File: src/rtl/sign_extension.sv
// Immediate extender: sign/zero/branch-offset extension of i_entrada, optional load-upper (SIGN_EXTENSION_LUI_EN).
// Latency: 1 cycle from an enabled rising edge to o_salida/o_valid.
// Backpressure: none; i_enable=0 freezes the output register and o_valid.
module sign_extension #(
    parameter int IN_WIDTH  = 16,
    parameter int OUT_WIDTH = 32
) (
    input  logic                 i_clk,
    input  logic                 i_reset,
    input  logic                 i_enable,
    input  logic [1:0]           i_modo,
    input  logic [IN_WIDTH-1:0]  i_entrada,
    output logic [OUT_WIDTH-1:0] o_salida,
    output logic                 o_valid
);

    localparam int EXT_W = OUT_WIDTH - IN_WIDTH;

    localparam logic [1:0] MODO_SEXT   = 2'b00;
    localparam logic [1:0] MODO_ZEXT   = 2'b01;
    localparam logic [1:0] MODO_BRANCH = 2'b10;

    logic [OUT_WIDTH-1:0] sext_dat;
    logic [OUT_WIDTH-1:0] zext_dat;
    logic [OUT_WIDTH-1:0] branch_dat;
    logic [OUT_WIDTH-1:0] result_dat;

    assign sext_dat   = {{EXT_W{i_entrada[IN_WIDTH-1]}}, i_entrada};
    assign zext_dat   = {{EXT_W{1'b0}}, i_entrada};
    // Word-aligned branch offset: the top two sign bits fall off the end.
    assign branch_dat = {sext_dat[OUT_WIDTH-3:0], 2'b00};

`ifdef SIGN_EXTENSION_LUI_EN
    logic [OUT_WIDTH-1:0] lui_dat;
    assign lui_dat = {i_entrada, {EXT_W{1'b0}}};
`endif

    always_comb begin
        result_dat = sext_dat;
        case (i_modo)
            MODO_SEXT:   result_dat = sext_dat;
            MODO_ZEXT:   result_dat = zext_dat;
            MODO_BRANCH: result_dat = branch_dat;
`ifdef SIGN_EXTENSION_LUI_EN
            default:     result_dat = lui_dat;
`else
            default:     result_dat = sext_dat;
`endif
        endcase
    end

    always_ff @(posedge i_clk) begin
        if (i_reset) begin
            o_salida <= '0;
            o_valid  <= 1'b0;
        end else if (i_enable) begin
            o_salida <= result_dat;
            o_valid  <= 1'b1;
        end
    end

endmodule

File: config.mk
export PLATFORM = sky130hd
export DESIGN_NAME = sign_extension
export DESIGN_NICKNAME = d
export VERILOG_FILES = /design/src/rtl/sign_extension.sv
export SDC_FILE = /design/constraint.sdc
export NUM_CORES = 1
export LEC_CHECK = 0
export BUFFER_PORTS_ARGS = -buffer_cell sky130_fd_sc_hd__buf_2
export CAP_MARGIN = 20
export CORE_ASPECT_RATIO = 0.8
export CORE_MARGIN = 5
export CORE_UTILIZATION = 40
export DETAILED_ROUTE_END_ITERATION = 7
export PLACE_DENSITY = 0.83
export SYNTH_ARGS = -nofsm -noshare
export SYNTH_HDL_FRONTEND = slang
export SYNTH_SLANG_ARGS = --single-unit
File: constraint.sdc
create_clock -name i_clk -period 1.65 [get_ports i_clk]
set_clock_uncertainty 0.2 [all_clocks]
set_input_delay 0.165 -clock i_clk [delete_from_list [all_inputs] [get_ports i_clk]]
set_output_delay 0.165 -clock i_clk [all_outputs]
set_load 0.01 [all_outputs]
**Yosys cells after proc, flatten, opt, wreduce, memory -nomap -nowiden**

Index checks and enable logic that the tools add are counted.

- Muxes and demuxes: 1
- Equal/unequal tests: 2

Operator list:

| cell | number |
|---|---|
| case mux 32 bit (2 select lines) | 1 |
| == test 2 x 1 -> 1 bit, second input constant | 1 |
| == test 2 bit, second input constant | 1 |

- Word-level logic and storage cells: 5
- Bits in registers: 33
- Output and inout bits: 33

**Longest topological paths before layout**

- Depth after elaboration: 2
- Depth in mapped cells: 6

**Least setup slack after synthesis**

No wires, ideal clock.

- Path type: input to register
- Start point: in i_modo[0]
- End point: reg o_salida[10]
- Buffers on the path: 1
- Data arrival time: 1068 ps
- Stages on the path: 5
- Data required time: 1362 ps
- Library setup time: 88 ps
- Path slack: 294 ps
- Cell sequence: inv_1 ha_1 buf_6 nand3b_1 a311oi_2

- Cells in the longest elaborated chain, start to end: 2
- Elaborated cells on any way between the ends: 3
- Those cells by class: 2 x eq/ne; 1 x mux

RTL lines:

| element | line | RTL |
|---|---|---|
| start, declared | 11 | `input logic [1:0] i_modo,` |
| == test 2 bit / == test 2 x 1 -> 1 bit (equally long branches) | 40 | `case (i_modo)` |
| case mux 32 bit (2 select lines) (*) | 40 |  |
| end signal, assigned | 57 | `o_salida <= result_dat;` |
| end, declared | 13 | `output logic [OUT_WIDTH-1:0] o_salida,` |

Every way passes the cells marked *; elsewhere a longest branch is shown, timed or not.
A chain may end at the register's enable or synchronous reset.

**Worst setup path after layout**

- Start point: in i_entrada[15]
- End point: reg o_salida[15]

- Cells in the longest elaborated chain, start to end: 1

RTL lines:

| element | line | RTL |
|---|---|---|
| start, declared | 12 | `input logic [IN_WIDTH-1:0] i_entrada,` |
| case mux 32 bit (2 select lines) | 40 |  |

No other way between the ends.

==> qor.yml <==
portBuffers: 53
ys_types: 18
stdcell_count: 210
final_nets: 196
clockBufferDepth: 2
drcViolationCount: 0
htree_levels: 1
finalHoldViolations: 0
maxSlewViolCount: 0
worstPathCellList: "dlygate4sd3_1, buf_2, o211ai_1, a31oi_1, dlygate4sd3_1"
fin_crit_ns: 1.601
comb_power_share_pct: 28.9
drt_pass1_iterations: 4
endpoint_kind: "flip-flop"
drt.antenna.violating_nets: 0
placed_cells: 189
fin_tns_setup_ns: 0
vias_per_cell: 4.967
cts_setup_buffers: 0
rows: 17
core_mm2: 0.002723
antenna_found_initial: 0
grt_pass1_wl_um: 4629
met1_length_um: 1217
grt_max_degree: 41
worstMarginPinSlew_ns: 0.4583
start_util_pct: 41.18
ys_ff_latch: 19
ir_drop_uv: 482.8
dp_slack_ns: 0.08910
status: "finished clean"
postSynthCellCount: 120
area_delta_synth_final_pct: 34.26
clockPowerShare_pct: 22.8
drv_cap: 0
internal_power_uw: 732.0
setup_ws_ns: 0.04894
rsz0062_at_grt: "false"
path_class: "in -> reg"
clockRootBuffer: "clkbuf_4"
ys_warn_count: 0
slowest_delay_ns: 0.57
grt_usage_pct: 13.94
met3_length_um: 236
sw_frac_of_total_pct: 30.51
path_buf_inv: 3
critical_path_required_ns: 1.65
dieWidth_um: 69.19
die-height_um: 57.35
syn-cell-area_mm2: 0.001121
pwr-share-seq_pct: 48.3
antennaDiodeCount: 0
highest-signal-layer: "met3"
drt-total-wl_um: 2760
worstPathArrival_ns: 1.60
cts_tree: "built"
fin_crit_sh_pct: 97.03
path_delay_family: "buffers and inverters"
clk_pin_slew_worst_paths_ns: 0.12
clock_latency_ns: 0.29
cts_sinks: 19
max_slew_margin_pct: 69.44
cpMostUsedCell: "dlygate4sd3_1"
crit_path_top_delay_cell: "dlygate4sd3_1"
critical_path.max_fanout: 3
start_kind: "primary input"
vias: 1043
powerDensity_mw_per_mm2: 699.8
worst_hold_path_type: "in -> reg"
layout-drive-gt1-share_pct: 42.44
seq_area_frac_synth_pct: 33.93
synth_nets: 143
syn_avg_cell_area_um2: 9.342
cts_buffers: 3
p_leak_nw: 0.6474
drtIter0Drc: 20
post_drt_wl_per_cell_um: 13.14
dpl.hpwl_um: 1846
netSwitchingPower_uw: 321.4
fmax_mhz: 624.6
gp_congestion: 0.7374
first_global_vias: 1045
die_area_mm2: 0.003968
pin_count: 54
final-setup-viol-count: 0
dr_wl_met2_um: 1306
grt.overflow.total: 0
-- final timing paths --
kind | endpoint | depth (start not counted) | slack [ns] | start
worst max-delay path | o_salida[15]$_SDFFE_PP0P_ | 5 | 0.05 | i_entrada[15]
worst max register to register | o_salida[15]$_SDFFE_PP0P_ | 3 | 0.29 | o_salida[15]$_SDFFE_PP0P_
worst min-delay path | o_valid$_SDFFE_PP0P_ | 2 | 0.08 | i_reset
worst min register to register | o_valid$_SDFFE_PP0P_ | 2 | 0.27 | o_valid$_SDFFE_PP0P_
-- cell families (layout without fill, tap and decap cells) --
| kind of cell | after synthesis | in the layout | synth area share, % |
|---|---|---|---|
| simple gates | 36 | 36 | 18.97 |
| compound gates | 35 | 35 | 26.90 |
| buf+inv | 28 | 80 | 17.97 |
| flops | 19 | 19 | 33.93 |
| fa+ha+maj | 2 | 2 | 2.232 |
-- placed cells by master (no fill, tap or decap) --
cell | synthesis | layout
nand3b_1 | 12 | 12
dfxtp_1 | 19 | 19
nor2_1 | 14 | 14
a21oi_1 | 3 | 3
o21ai_1 | 8 | 8
buf_12 | 0 | 2
o211ai_1 | 6 | 6
clkbuf_4 | 0 | 3
nand2_2 | 1 | 1
buf_4 | 18 | 2
ha_4 | 0 | 1
clkinv_2 | 0 | 1
a311oi_1 | 2 | 2
a31oi_1 | 3 | 3
nand2b_1 | 6 | 6
nand4b_1 | 3 | 3
dlygate4sd3_1 | 0 | 17
buf_2 | 5 | 53
a311oi_2 | 10 | 10
o21ai_0 | 3 | 3
inv_1 | 2 | 2
ha_1 | 2 | 1
-- worst register-to-register path, stage by stage, from the launching register on --
cell and delay, ns:
dfxtp_1 0.34, nand2b_1 0.06, a31oi_1 0.16, dlygate4sd3_1 0.56
-- synthesized netlist by cell type --
cell / instances / share of area (%)
nand3b_1: 12 / 8.0
a311oi_2: 10 / 13
a31oi_1: 3 / 1.7
nand4b_1: 3 / 2.3
buf_2: 5 / 2.2
buf_4: 18 / 12
inv_1: 2 / 0.67
buf_6: 3 / 3.0
nand2b_1: 6 / 3.3
a311oi_1: 2 / 1.6
o21ai_0: 3 / 1.3
dfxtp_1: 19 / 34
ha_1: 2 / 2.2
o21ai_1: 8 / 3.6
o211ai_1: 6 / 4.0
nand2_2: 1 / 0.56
a21oi_1: 3 / 1.3
nor2_1: 14 / 4.7
-- layout make-up --
class                           instances  area [um2]
Fill cell                             250        1217
Multi-Input combinational cell         73       551.8
Timing Repair Buffer                   74       490.5
Sequential cell                        19       380.4
Tap cell                               38       47.55
Clock buffer                            3       22.52
Inverter                                2       7.507
Clock inverter                          1       5.005
-- state kept, by name, indices dropped and copies added, names as in the netlist --
register / flops
o_salida: 18
o_valid: 1
-- metrics by stage --
| step | cell area [um2] | hold slack, ns | power [mW] | utilization, % |
|---|---|---|---|---|
| after floorplan | 1121 | 0.1476 | 0.7173 | - |
| after global routing | 1505 | 0.1029 | 1.121 | 55.28 |
| final | 1505 | 0.08005 | 1.053 | 55.28 |
| after global placement | 1295 | 0.2407 | 0.7845 | 47.56 |
| after CTS | 1503 | 0.07098 | 1.061 | 55.19 |
| after detailed placement | 1295 | 0.2518 | 0.7892 | 47.56 |
-- routing by layer --
metal	GRT usage (%)	vias to the layer above
li1	-	525
met1	16.90	475
met2	24.32	43
met3	5.282	0
met4	1.671	0
met5	0	-
-- timing repair --
action / 4_1_cts / 5_1_grt
setup endpoints to repair: 0 / 2
endpoints found under the hold margin: 17 / 0
hold buffers: 18 / 0
gates resized for setup: 0 / 1
-- power groups by stage --
| stage | combinational [mW] | sequential [mW] | clock (mW) |
|---|---|---|---|
| 6_report | 0.304 | 0.508 | 0.241 |
| 5_1_grt | 0.335 | 0.514 | 0.272 |
| 4_1_cts | 0.304 | 0.509 | 0.249 |
| 3_5_place_dp | 0.270 | 0.519 | 0 |
| 3_3_place_gp | 0.266 | 0.519 | 0 |
| 2_1_floorplan | 0.182 | 0.535 | 0 |
No activity file was read; power rests on OpenSTA's default activity.
